**config.mk**
```make
export PLATFORM = sky130hd
export DESIGN_NAME = id_ex_stage
export DESIGN_NICKNAME = d
export VERILOG_FILES = /design/src/rtl/riscv_pkg.sv /design/src/rtl/id_ex_stage_load_use_detect.sv /design/src/rtl/id_ex_stage.sv
export SDC_FILE = /design/constraint.sdc
export NUM_CORES = 1
export LEC_CHECK = 0
export CAP_MARGIN = 0
export CORE_MARGIN = 2
export CORE_UTILIZATION = 41
export CTS_BUF_LIST = sky130_fd_sc_hd__clkbuf_16
export CTS_CLUSTER_SIZE = 30
export DETAILED_ROUTE_END_ITERATION = 10
export GPL_TIMING_DRIVEN = 0
export PLACE_DENSITY = 0.85
export SKIP_LAST_GASP = 1
export SLEW_MARGIN = 5
export SYNTH_ARGS = -nofsm -noshare
export SYNTH_HDL_FRONTEND = slang
export SYNTH_SLANG_ARGS = --single-unit
```
**constraint.sdc**
```tcl
create_clock -name clk -period 2.1 [get_ports clk]
set_input_delay 0.525 -clock clk [delete_from_list [all_inputs] [get_ports clk]]
set_output_delay 0.525 -clock clk [all_outputs]
set_load 0.1 [all_outputs]
```
**src/rtl/riscv_pkg.sv**
```systemverilog
// Shared RISC-V pipeline types and widths for the ID/EX boundary.
// No logic: widths, the ID/EX record layout and the bubble constant.
// The bubble constant is all-zero so a killed slot carries ex_valid=0.
package riscv_pkg;

  localparam int XLEN     = 32;
  localparam int REG_W    = 5;
  localparam int ALU_OP_W = 4;

  // One decoded instruction as it crosses the ID/EX register.
  typedef struct packed {
    logic                valid;
    logic [XLEN-1:0]     pc;
    logic [REG_W-1:0]    rs1;
    logic [REG_W-1:0]    rs2;
    logic [REG_W-1:0]    rd;
    logic [XLEN-1:0]     rs1_data;
    logic [XLEN-1:0]     rs2_data;
    logic [XLEN-1:0]     imm;
    logic [ALU_OP_W-1:0] alu_op;
    logic                reg_wb;
    logic                wb_sel;
    logic                mem_wr;
  } id_ex_t;

  localparam id_ex_t ID_EX_BUBBLE = '0;

endpackage

```
**src/rtl/id_ex_stage_load_use_detect.sv**
```systemverilog
// Load-use hazard detector: a load in EX whose rd feeds the ID instruction.
// Latency: purely combinational.
// Backpressure: none itself; its output is folded into the ID/EX hold logic.
module load_use_detect
  import riscv_pkg::*;
(
  input  logic             id_valid,
  input  logic [REG_W-1:0] id_rs1,
  input  logic [REG_W-1:0] id_rs2,
  input  logic             ex_valid,
  input  logic             ex_wb_sel,
  input  logic [REG_W-1:0] ex_rd,
  output logic             load_use
);

  // x0 is hardwired zero, so a load targeting it never produces a dependency.
  assign load_use = id_valid & ex_valid & ex_wb_sel & (ex_rd != '0) &
                    ((ex_rd == id_rs1) | (ex_rd == id_rs2));

endmodule

```
**src/rtl/id_ex_stage.sv**
```systemverilog
// ID/EX pipeline register with flush, external hold and load-use bubble insertion.
// Latency: one cycle from id_* to ex_*; a load-use hazard adds one bubble cycle.
// Backpressure: stall_if_id holds PC and IF/ID; stall_ext freezes the EX register.
// Build option ID_EX_LOAD_USE_STALL_EN enables the load-use hazard interlock.
module id_ex_stage
  import riscv_pkg::*;
(
  input  logic                clk,
  input  logic                rst,
  input  logic                stall_ext,
  input  logic                flush,
  input  logic                id_valid,
  input  logic [XLEN-1:0]     id_pc,
  input  logic [REG_W-1:0]    id_rs1,
  input  logic [REG_W-1:0]    id_rs2,
  input  logic [REG_W-1:0]    id_rd,
  input  logic [XLEN-1:0]     id_rs1_data,
  input  logic [XLEN-1:0]     id_rs2_data,
  input  logic [XLEN-1:0]     id_imm,
  input  logic [ALU_OP_W-1:0] id_alu_op,
  input  logic                id_reg_WB,
  input  logic                id_WB_sel,
  input  logic                id_mem_wr,
  output logic                ex_valid,
  output logic [XLEN-1:0]     ex_pc,
  output logic [REG_W-1:0]    ex_rs1,
  output logic [REG_W-1:0]    ex_rs2,
  output logic [REG_W-1:0]    ex_rd,
  output logic [XLEN-1:0]     ex_rs1_data,
  output logic [XLEN-1:0]     ex_rs2_data,
  output logic [XLEN-1:0]     ex_imm,
  output logic [ALU_OP_W-1:0] ex_alu_op,
  output logic                ex_reg_WB,
  output logic                ex_WB_sel,
  output logic                ex_mem_wr,
  output logic                stall_if_id
);

  id_ex_t id_rec;
  id_ex_t ex_d;
  id_ex_t ex_q;
  logic   load_use;

  assign id_rec = '{valid:    id_valid,
                    pc:       id_pc,
                    rs1:      id_rs1,
                    rs2:      id_rs2,
                    rd:       id_rd,
                    rs1_data: id_rs1_data,
                    rs2_data: id_rs2_data,
                    imm:      id_imm,
                    alu_op:   id_alu_op,
                    reg_wb:   id_reg_WB,
                    wb_sel:   id_WB_sel,
                    mem_wr:   id_mem_wr};

`ifdef ID_EX_LOAD_USE_STALL_EN
  load_use_detect u_load_use_detect (
    .id_valid  (id_valid),
    .id_rs1    (id_rs1),
    .id_rs2    (id_rs2),
    .ex_valid  (ex_q.valid),
    .ex_wb_sel (ex_q.wb_sel),
    .ex_rd     (ex_q.rd),
    .load_use  (load_use)
  );
`else
  // Toolchain schedules nops after loads, so no interlock is needed.
  assign load_use = 1'b0;
`endif

  // Next EX contents: flush beats hold, hold beats the load-use bubble.
  always_comb begin
    ex_d = ex_q;
    if (flush) begin
      ex_d = ID_EX_BUBBLE;
    end else if (stall_ext) begin
      ex_d = ex_q;
    end else if (load_use) begin
      ex_d = ID_EX_BUBBLE;
    end else begin
      ex_d = id_rec;
    end
  end

  // EX register; reset discards anything held during a stall.
  always_ff @(posedge clk) begin
    if (rst) begin
      ex_q <= ID_EX_BUBBLE;
    end else begin
      ex_q <= ex_d;
    end
  end

  // A flush replaces the ID instruction anyway, so it must not hold IF/ID.
  assign stall_if_id = ~rst & (stall_ext | (load_use & ~flush));

  assign ex_valid    = ex_q.valid;
  assign ex_pc       = ex_q.pc;
  assign ex_rs1      = ex_q.rs1;
  assign ex_rs2      = ex_q.rs2;
  assign ex_rd       = ex_q.rd;
  assign ex_rs1_data = ex_q.rs1_data;
  assign ex_rs2_data = ex_q.rs2_data;
  assign ex_imm      = ex_q.imm;
  assign ex_alu_op   = ex_q.alu_op;
  assign ex_reg_WB   = ex_q.reg_wb;
  assign ex_WB_sel   = ex_q.wb_sel;
  assign ex_mem_wr   = ex_q.mem_wr;

endmodule
```
==> impl_results.md, run 1 <==
* Area grow syn2layout at 76.0%
* H-tree depth at 4
* First-pass GRT wire length at 27700 µm
* Critical Path Source Type: input port
* Internal at 5710 µW
* Routed wire length at 18000 µm
* Vias at 4829
* Util after Layout at 74.7%
* Routed Antenna Nets at 0
* Status: finished, final reports clean
* DR iter-0 viols at 169
* P_sw at 2180 µW
* Initial antenna violation count at 0
* Setup Viol. Count Final at 0
* Crit share post-route at 95.1%
* Placement Rows at 41
* Post-CTS setup buffers at 0
* Crit path max fanout at 10
* Sink Count at 151
* Depth of the most critical reg-to-reg path at 2
* Yosys warning count at 0
* DR WL met2 at 9450 µm
* Maxcap violations at 0
* Asr flop ratio synth at 0%
* R2r setup slk at 1370 ps
* Root Driver: clkbuf_16
* CTS tree: done
* Slowest cell delay on critical path at 220 ps
* Detailed-placement wirelength estimate at 13400 µm
* Top post-synthesis cells by count: dfxtp_1 (151), mux2i_1 (151), nor2_1 (141)
* I/O Pins at 307
* Pwr/cell area at 830 mW/mm²
* Switching Fraction at 27.6%
* Synth Cell Area at 0.00540 mm²
* Post-Syn Nets at 644
* RR Startpoint: ex_rs2_data[17]
* Max-slew headroom at 60.2%
* Hold Crit Depth at 2
* Worst Path Required at 1570 ps
* Top cells by area, synth: dfxtp_1 (56%), mux2i_1 (28%), nor2_1 (9.8%)
* CTS buffer count at 17
* Endpoint, Worst Hold: ex_imm[11]
* Die ar. at 0.0141 mm²
* Hold Crit Class: register to register
* Hold path startpoint: ex_imm[11]
* DRT Pass-1 Iters at 4
* Static Leak at 0.00398 µW
* Port Buffers at 305
* Clock skew at 0 ps
* Top sig layer: met4
* Sequential fraction of design power at 38.2%
* Max VDD drop at 598 µV
* Combinational power share at 19.8%
* WL/cell at 18.1 µm
* Layout cells sized above 1 at 26.3%
* Via-per-instance ratio at 4.85
* Crit Path Class: input port to output pin
* Post-synth EDFFs at 0
* Largest net degree at the start of global routing at 17
* CTS Hold Buffers Added at 0
* Worst Hold Slack at 493 ps
* Syn_area_per_cell at 11.0 µm²
* RSZ-0062 raised after global routing: false
* Die H at 119 µm
* Vias in the first global route at 5200
* Yosys reg bits at 151
* Clock power frac at 42.0%
* Primary FF master, synth: dfxtp_1
* R2r endpoint: ex_rs2_data[17]
* Cell taking the most area after synthesis: dfxtp_1
* DRT met1 WL at 6360 µm
* Fin. max-slew vios at 0
* Synth Instances at 489
* Clock Tree Buf Depth at 2
* NumNets Final at 968
* Synth cell types at 10
* Worst setup EP type: output pin
* Fin. Hold Viols at 0
* F_max at 0.501 GHz
* WP data arrival at 1470 ps
* Total GRT Usage at 25.6%
* Post-synthesis sequential area ratio at 56.0%
* # DRC at 0
* Top cell type's share of synthesized area at 56.0%
* Die Wd at 119 µm
* Worst-Margin Slew at 599 ps
* Core area at 0.0127 mm²
* Met3 Wirelength at 1520 µm
* CTS clk-pin slew, worst paths at 60 ps
* Skew-Pair Late Insertion Delay at 420 ps
* Minimum clock period after layout at 2000 ps
* Antenna cells at 0
* GR Overflow Total at 0
* Starting Density at 42.4%
* Routability cong. at 0.857
* Crit-path slowest cell: buf_4
* Crit path cell chain: buf_4 -> buf_6 -> buf_4 -> nor2b_4 -> buf_6
cells by family (layout without fill, tap and decap cells):
kind of cell	Yosys count	count (layout)	share of synthesized area [%]
buf+inv	34	369	4.82
simple gates	153	153	11.2
flops	151	151	56.0
mux	151	151	28.0
critical path, delay by kind of cell:
| family | cells | cell delay (ps) |
|---|---|---|
| buffers and inverters | 4 | 760 |
| and+or+nand+nor | 1 | 170 |
worst max path at each step:
stage,startpoint,to
global placement,stall_ext,stall_if_id
finish,stall_ext,stall_if_id
global route,stall_ext,stall_if_id
detailed placement,stall_ext,stall_if_id
CTS,stall_ext,stall_if_id
floorplan,stall_ext,stall_if_id
flip-flops by register name (all words and copies together), names as in the netlist:
name         cells
ex_imm          32
ex_pc           32
ex_rs1_data     32
ex_rs2_data     32
ex_rd            5
ex_rs1           5
ex_rs2           5
ex_alu_op        4
ex_WB_sel        1
ex_mem_wr        1
ex_reg_WB        1
ex_valid         1
metal layers:
| metal | track usage [%] | vias up |
|---|---|---|
| li1 | - | 2268 |
| met5 | 0 | - |
| met4 | 12.9 | 0 |
| met1 | 24.6 | 2273 |
| met2 | 47.5 | 239 |
| met3 | 9.31 | 49 |
layout by cell type (no fill, tap or decap):
cell,instances
dfxtp_1,151
or2_1,1
clkdlybuf4s50_1,153
clkbuf_16,17
buf_2,7
bufinv_16,6
nor2b_4,1
clkdlybuf4s15_2,151
buf_6,13
clkinv_1,2
clkinv_2,2
clkinvlp_4,1
mux2i_1,151
buf_4,9
inv_1,2
clkbuf_1,6
nor2_2,10
nor2_1,141
power groups by stage:
stage	logic [µW]	clock network, µW	registers [µW]
6_report	1560	3310	3020
4_1_cts	1560	3350	3010
5_1_grt	1620	3460	3020
3_3_place_gp	1550	0	3070
2_1_floorplan	342	0	3750
3_5_place_dp	1580	0	3070
through the flow:
step | total power [µW] | instance area, µm² | setup TNS [ps] | cells | setup slack [ps]
2_1_floorplan | 4090 | 5410 | 0 | 489 | 70.6
3_3_place_gp | 4620 | 8670 | -798 | 966 | -798
3_5_place_dp | 4650 | 8670 | -802 | 966 | -802
4_1_cts | 7930 | 9500 | -98.3 | 996 | -98.3
5_1_grt | 8110 | 9500 | 0 | 996 | 44.2
6_report | 7890 | 9500 | 0 | 996 | 102
final cells by class:
cell class / count / area [µm²]
clock inverters: 13 / 213
fillers: 857 / 3220
plain buffers: 34 / 260
clock buffers: 17 / 425
flip-flops and latches: 151 / 3020
well taps: 172 / 215
repair buffers: 305 / 3240
multi-input cells: 304 / 2120
timing repair:
item / 4_1_cts / 5_1_grt
setup endpoints to repair: 152 / 1
gates resized for setup: 458 / 3
gates cloned: 0 / 0
Power figures use the tool's default switching activity.
==> run 2: changes to the inputs <==
Settings changed: MAX_ROUTING_LAYER set to met4.
==> run 2 against run 1 <==
Against the previous run: wire length about the same; sequential share of layout area unchanged; via count decreased by 0.43%; first-iteration DRC count increased by 7.1%; register-to-register slack about the same; clock power about the same; flip-flop and latch count unchanged; core utilization unchanged.
==> impl_results.md, run 2 (synthesis results as in run 1) <==
* Status: finished, final reports clean (unchanged)
* Routability cong. at 0.871 (was 0.857)
* Port Buffers at 305 (unchanged)
* Setup WS post-layout at 104 ps (was 102 ps)
* Detailed-placement wirelength estimate at 13400 µm (unchanged)
* Fin. max-slew vios at 0 (unchanged)
* CTS Hold Buffers Added at 0 (unchanged)
* GR Overflow Total at 0 (unchanged)
* Crit path max fanout at 10 (unchanged)
* Root Driver: clkbuf_16 (unchanged)
* Routed Antenna Nets at 0 (unchanged)
* CTS clk-pin slew, worst paths at 60 ps (about the same)
* Die H at 119 µm (unchanged)
* Clock skew at 0 ps (unchanged)
* Worst setup EP type: output pin (unchanged)
* Static Leak at 0.00398 µW (unchanged)
* Util after Layout at 74.7% (unchanged)
* CTS tree: done (unchanged)
* Clock Tree Buf Depth at 2 (unchanged)
* Starting Density at 42.4% (unchanged)
* DR iter-0 viols at 181 (was 169)
* Placement Rows at 41 (unchanged)
* Hold Crit Class: register to register (unchanged)
* Finished Cell Area at 0.00950 mm² (unchanged)
* NumNets Final at 968 (unchanged)
* Worst Hold Slack at 494 ps (was 493 ps)
* Die ar. at 0.0141 mm² (unchanged)
* Most common cell after layout, fill and taps aside: clkdlybuf4s50_1 (unchanged)
* Vias in the first global route at 5225 (was 5200)
* Pwr/cell area at 830 mW/mm² (about the same)
* WP data arrival at 1470 ps (about the same)
* Area grow syn2layout at 76.0% (unchanged)
* Vias at 4808 (was 4829)
* Minimum clock period after layout at 2000 ps (about the same)
* Most frequent cells in the layout: clkdlybuf4s50_1 (153), mux2i_1 (151), dfxtp_1 (151), clkdlybuf4s15_2 (151), nor2_1 (141) (unchanged)
* Via-per-instance ratio at 4.83 (was 4.85)
* Post-DP Area at 0.00867 mm² (unchanged)
* Sink Count at 151 (unchanged)
* Skew-Pair Late Insertion Delay at 410 ps (was 420 ps)
* Dpl ws at -802 ps (unchanged)
* Core area at 0.0127 mm² (unchanged)
* Layout cells sized above 1 at 26.3% (unchanged)
* Antenna cells at 0 (unchanged)
* DRT Pass-1 Iters at 4 (unchanged)
* Routed wire length at 18000 µm (about the same)
* Largest net degree at the start of global routing at 17 (unchanged)
* Crit share post-route at 95.0% (was 95.1%)
* CTS buffer count at 17 (unchanged)
* Initial antenna violation count at 0 (unchanged)
* First-pass GRT wire length at 27700 µm (about the same)
* Worst-Margin Slew at 607 ps (was 599 ps)
* WL/cell at 18.0 µm (was 18.1 µm)
* I/O Pins at 307 (unchanged)
* Maxcap violations at 0 (unchanged)
* Setup Viol. Count Final at 0 (unchanged)
* Max-slew headroom at 59.7% (was 60.2%)
* RSZ-0062 raised after global routing: false (unchanged)
* H-tree depth at 4 (unchanged)
* # DRC at 0 (unchanged)
* Fin. Hold Viols at 0 (unchanged)
* Die Wd at 119 µm (unchanged)
* Crit Path Class: input port to output pin (unchanged)
* Critical Path Source Type: input port (unchanged)
* Worst Path Required at 1570 ps (about the same)
* Total GRT Usage at 26.3% (was 25.6%)
* F_max at 0.501 GHz (about the same)
* Max VDD drop at 597 µV (was 598 µV)
==> run 2: report_power, final <==
group | internal, µW | switching, µW | total (µW)
combinational | 555 | 1010 | 1560
sequential | 2960 | 53.7 | 3020
clock | 2190 | 1120 | 3310
==> run 2: through the flow <==
stage                     power [µW]  TNS (ps)  std cells
after floorplan                 4090         0        489
after global placement          4620      -798        966
after detailed placement        4650      -802        966
after CTS                       7930     -98.3        996
after global routing            8110         0        996
final                           7880         0        996
==> run 2: timing repair <==
item,4_1_cts,5_1_grt
resized for setup,458,3
gates cloned,0,0
setup buffers,0,0
endpoints found under the setup margin,152,1
==> run 2: critical path: stages <==
cell,delay (ps)
buf_4,150
buf_6,170
buf_4,220
nor2b_4,170
buf_6,220
==> run 2: per-layer routing <==
metal,global-route usage (%),wire [µm]
met5,-,0
met4,12.4,603
met3,8.74,1320
met2,47.6,9480
met1,25.2,6570
==> run 2: final timing paths <==
check                           depth (start not counted)  slack, ps              end       startpoint
worst max-delay path                                    5        100      stall_if_id        stall_ext
worst min register to register                          2        490       ex_imm[11]       ex_imm[11]
worst max register to register                          2       1380  ex_rs2_data[17]  ex_rs2_data[17]
worst min-delay path                                    2        490       ex_imm[11]       ex_imm[11]
==> run 2: cell type report <==
class                           instances  area, µm²
Buffer                                 34        260
Clock buffer                           17        425
Clock inverter                         13        213
Fill cell                             857       3220
Multi-Input combinational cell        304       2120
Sequential cell                       151       3020
Tap cell                              172        215
Timing Repair Buffer                  305       3240
==> run 3: changes to the inputs <==
Settings changed: CORE_UTILIZATION 41 to 34, PLACE_DENSITY 0.85 to 0.76.
Clock period 2.1 ns to 1.7 ns, I/O delays scaled along.
==> run 3 against run 2 <==
Against the previous run: non-clock buffer count decreased by 1; combinational power up 17%; critical endpoint unchanged; flip-flop and latch count did not move; largest power group unchanged; highest routed layer unchanged; global-route usage is 8.0 points lower; final cell count rose by 4.5%; first-iteration DRC count is 35% lower.
==> impl_results.md, run 3 (synthesis results as in run 1) <==
* Status: finished, final reports clean (unchanged)
* Core area at 0.0157 mm² (was 0.0127 mm²)
* H-tree depth at 4 (unchanged)
* Minimum clock period after layout at 1630 ps
* First-pass GRT wire length at 22800 µm (was 27700 µm)
* Antenna cells at 0 (unchanged)
* Die ar. at 0.0169 mm² (was 0.0141 mm²)
* M2 GR Usage at 30.9% (was 47.6%)
* RR Startpoint: ex_rs2[4] (was ex_rs2_data[17])
* Max-slew headroom at 63.3% (was 59.7%)
* Met3 Usage GRT at 7.46% (was 8.74%)
* Maxcap violations at 0 (unchanged)
* Dpl ws at -922 ps (was -802 ps)
* Most frequent cells in the layout: buf_2 (158), clkdlybuf4s50_1 (153), mux2i_1 (151), dfxtp_1 (151), nor2_1 (141) (was clkdlybuf4s50_1 (153), mux2i_1 (151), dfxtp_1 (151), clkdlybuf4s15_2 (151), nor2_1 (141))
* Total Power at 9440 µW (was 7880 µW)
* Worst setup EP type: output pin (unchanged)
* Root Driver: clkbuf_16 (unchanged)
* Setup Viol. Count Final at 0 (unchanged)
* F_max at 0.614 GHz
* Initial antenna violation count at 0 (unchanged)
* WL/cell at 15.0 µm (was 18.0 µm)
* R2r endpoint: ex_rs2[4] (was ex_rs2_data[17])
* Clock Tree Buf Depth at 2 (unchanged)
* CTS buffer count at 17 (unchanged)
* Routability cong. at 0.773 (was 0.871)
* Crit Path Class: input port to output pin (unchanged)
* Crit-path slowest cell: clkdlybuf4s50_1 (was buf_4)
* Largest net degree at the start of global routing at 17 (unchanged)
* Port Buffers at 305 (unchanged)
* Hold path startpoint: stall_ext (was ex_imm[11])
* DR iter-0 viols at 117 (was 181)
* Fin. Hold Viols at 0 (unchanged)
* Area grow syn2layout at 59.3% (was 76.0%)
* CTS clk-pin slew, worst paths at 60 ps (about the same)
* Placement Rows at 46 (was 41)
* Die H at 130 µm (was 119 µm)
* Max VDD drop at 589 µV (was 597 µV)
* Critical path buffers and inverters at 2 (was 4)
* CTS tree: done (unchanged)
* Routed Antenna Nets at 0 (unchanged)
* Via-per-instance ratio at 4.34 (was 4.83)
* I/O Pins at 307 (unchanged)
* Skew-Pair Late Insertion Delay at 410 ps (about the same)
* Crit path max fanout at 2 (was 10)
* CTS Hold Buffers Added at 0 (unchanged)
* Met1 usage at 19.1% (was 25.2%)
* DRT Pass-1 Iters at 4 (unchanged)
* WP data arrival at 1200 ps (was 1470 ps)
* Setup crit start: rst (was stall_ext)
* GR Overflow Total at 0 (unchanged)
* CP delay by family, top: buffers and inverters (unchanged)
* Vias in the first global route at 4450 (was 5225)
* # DRC at 0 (unchanged)
* Clock skew at 0 ps (unchanged)
* Vias at 4519 (was 4808)
* NumNets Final at 967 (was 968)
* Static Leak at 0.00420 µW (was 0.00398 µW)
* CTS resizes at 761 (was 458)
* Worst-Margin Slew at 551 ps (was 607 ps)
* TNS Setup at 0 ps (unchanged)
* Die Wd at 130 µm (was 119 µm)
* Starting Density at 34.4% (was 42.4%)
* Worst Path Required at 1270 ps (was 1570 ps)
* Detailed-placement wirelength estimate at 12000 µm (was 13400 µm)
* Critical Path Source Type: input port (unchanged)
* Layout cells sized above 1 at 26.3% (about the same)
* Fin. max-slew vios at 0 (unchanged)
* Total GRT Usage at 18.3% (was 26.3%)
* Util after Layout at 54.7% (was 74.7%)
* RSZ-0062 raised after global routing: false (unchanged)
* Most common cell after layout, fill and taps aside: buf_2 (was clkdlybuf4s50_1)
* Hold Crit Depth at 3 (was 2)
* GRT busiest layer: met2 (unchanged)
* Endpoint, Worst Hold: ex_pc[28] (was ex_imm[11])
* Sink Count at 151 (unchanged)
* Depth of the most critical reg-to-reg path at 2 (unchanged)
* Crit path cell chain: clkdlybuf4s50_1 -> nor2b_4 -> buf_12 (was buf_4 -> buf_6 -> buf_4 -> nor2b_4 -> buf_6)
* Routed wire length at 15600 µm (was 18000 µm)
* R2r setup slk at 1050 ps (was 1380 ps)
* Crit share post-route at 95.7%
* Setup WS post-layout at 72.6 ps (was 104 ps)
* Post-CTS setup buffers at 0 (unchanged)
* Slowest cell delay on critical path at 450 ps (was 220 ps)
* Pwr/cell area at 1100 mW/mm² (was 830 mW/mm²)
* Hold Crit Class: input port to register (was register to register)
## run 3: cell count changes in the layout (fill, tap and decap cells not counted), sizes merged
cell	delta
buf	+150
inv	+3
bufinv	-2
clkinv	+1
clkdlybuf4s15	-151
## run 3: worst max-delay path by stage
| stage | endpoint | cells after the start |
|---|---|---|
| floorplan | stall_if_id | 4 |
| global placement | stall_if_id | 5 |
| detailed placement | stall_if_id | 5 |
| CTS | stall_if_id | 5 |
| global route | ex_pc[23] | 1 |
| finish | stall_if_id | 3 |
## run 3: area by class of cell
type,count,area [µm²]
sequential,151,3020
buffer,33,264
clock inverter,15,186
fill,1460,7110
timing repair buffer,305,2310
multi-input combinational,304,2120
clock buffer,17,425
tap,216,270
## run 3: power by group
part,switching (µW),total (µW),internal (µW)
registers,53.9,3710,3660
logic,1220,1830,614
clock network,1460,3900,2440
total,2730,9440,6710
## run 3: tightest hold or removal path: stages
cell and delay [ps]:
buf_8 160, mux2i_1 90, nor2_1 70
## run 3: stage by stage
stage	cells	instance area, µm²	hold slack (ps)
floorplan	489	5420	569
global placement	1010	8740	472
detailed placement	1010	8740	483
CTS	1042	8600	493
global route	1041	8600	394
finish	1041	8600	376
## run 3: routing by layer
metal | wire, µm | share of wire, %
met4 | 341 | 2.2
met1 | 6060 | 39
met5 | 0 | 0
met2 | 7650 | 49
met3 | 1560 | 10
==> RTL edit, RTL diff (config.mk and constraints of run 3) <==
Set the package constant `ALU_OP_W` to 3 (it was 4).
--- a/src/rtl/riscv_pkg.sv
+++ b/src/rtl/riscv_pkg.sv
@@ -5,7 +5,7 @@
 
   localparam int XLEN     = 32;
   localparam int REG_W    = 5;
-  localparam int ALU_OP_W = 4;
+  localparam int ALU_OP_W = 3;
 
   // One decoded instruction as it crosses the ID/EX register.
   typedef struct packed {
Ports: changed (resized ex_alu_op and id_alu_op); port bits go from 307 to 305. The function was not compared with the original's and may differ.
==> RTL edit against run 3 <==
- non-clock buffer count shrank 2
- sequential share of layout area is 0.080 points higher
- critical path depth decreased by 2
- sequential cell count fell by 1
- core utilization up 0.92 points
- clock skew is the same
- power shrank 2.8%
- synthesized area down 0.44%
- synthesized cell count decreased by 0.61%
- design area down 0.89%
- worst setup slack worse by 0.011 ns
- final cell count is 0.96% lower
- global-route usage up 1.5 points
- wire length increased by 5.1%
- critical endpoint is now ex_rs1_data[23]
- largest cell class unchanged
- highest routed layer unchanged
==> RTL edit: results <==
{
  "via_per_inst": 4.447,
  "p_leak_nw": 4.164,
  "synth_top_family_by_area": "multiplexers",
  "synth_compound_area_share_pct": 0,
  "place_hpwl_um": 12770,
  "synthMuxAreaShare_pct": 27.93,
  "max-vdd-ir-drop_mv": 0.5751,
  "synth-xor-area-share_pct": 0,
  "drtPass1Iterations": 4,
  "critPathArrivalTime_ns": 1.21,
  "skew_ns": 0,
  "grt_max_degree": 17,
  "slowest_stage": "buf_2",
  "post-place-cells": 1000,
  "nFillCells": 1364,
  "ys_top_cells_by_count": "dfxtp_1, mux2i_1, nor2_1, buf_6, nor2_2",
  "synthAdderAreaFrac_pct": 0,
  "clk_latency_ns": 0.42,
  "syn_inst": 486,
  "outcome": "finished clean",
  "fin_cells": 1031,
  "cts_buffer_depth": 2,
  "fin_nets": 961,
  "placed_area_mm2": 0.008697,
  "n_antenna_cell": 0,
  "worstMarginPinSlew_ns": 0.5239,
  "synth.net_count": 640,
  "yosysSeqAreaShare_pct": 55.87,
  "wirelength_um": 16410,
  "drtIter0Drc": 132,
  "drive_above_1_share_pct": 26.34,
  "synth_area_leaders": "dfxtp_1, mux2i_1, nor2_1",
  "worstPathMaxFanout": 2,
  "place_congestion": 0.8068,
  "first_global_vias": 4824,
  "max_stage_delay_ns": 0.44,
  "grt_usage_pct": 19.76,
  "clk_pin_slew_ns": 0.05,
  "port_buffers": 303,
  "grt_pass1_wl_um": 24650
}
==> RTL edit: layer usage <==
metal | wire length, um | global-route usage (%)
met3 | 1475 | 6.970
met5 | 0 | -
met2 | 8336 | 35.29
met4 | 329 | 7.084
met1 | 6266 | 19.97
==> RTL edit: power breakdown <==
group	internal, mW	switching, mW
Clock	2.26	1.39
Combinational	0.615	1.22
Sequential	3.63	0.0586
Total	6.51	2.67
==> RTL edit: final cells by class <==
class	instances	area (um2)	area share (%)
buffer	33	274.0	3.215
clock inverter	15	147.6	1.732
tap	211	264.0	3.097
clock buffer	17	425.4	4.991
multi-input combinational	302	2112	24.78
timing repair buffer	303	2297	26.95
sequential	150	3003	35.23
==> RTL edit: worst paths after layout <==
path | start | end | slack, ns | depth (start not counted)
setup / recovery | ex_rs1_data[23]$_SDFFE_PP0N_ | ex_rs1_data[23] | 0.06 | 1
hold / removal | stall_ext | ex_pc[28]$_SDFFE_PP0N_ | 0.38 | 3
setup reg to reg | ex_rs2_data[2]$_SDFFE_PP0N_ | ex_rs2_data[2]$_SDFFE_PP0N_ | 1.04 | 2
hold reg to reg | ex_imm[1]$_SDFFE_PP0N_ | ex_imm[1]$_SDFFE_PP0N_ | 0.49 | 2
==> RTL edit: timing repair <==
action | in CTS | in global routing
pin swaps | 0 | 0
resized for setup | 757 | 4
endpoints found under the setup margin | 151 | 2
==> RTL edit: logic make-up after synthesis <==
| logic type | after synthesis |
|---|---|
| multiplexers | 150 |
| buffers and inverters | 34 |
| AND/OR/NAND/NOR | 152 |
| flip-flops | 150 |
==> RTL edit: stage by stage <==
stage | setup TNS (ns) | setup WS, ns
final | 0 | 0.06167
after global routing | 0 | 0.01191
after CTS | -0.07244 | -0.07244
after detailed placement | -40.41 | -0.9307
after global placement | -37.62 | -0.9247
after floorplan | -0.03132 | -0.03132
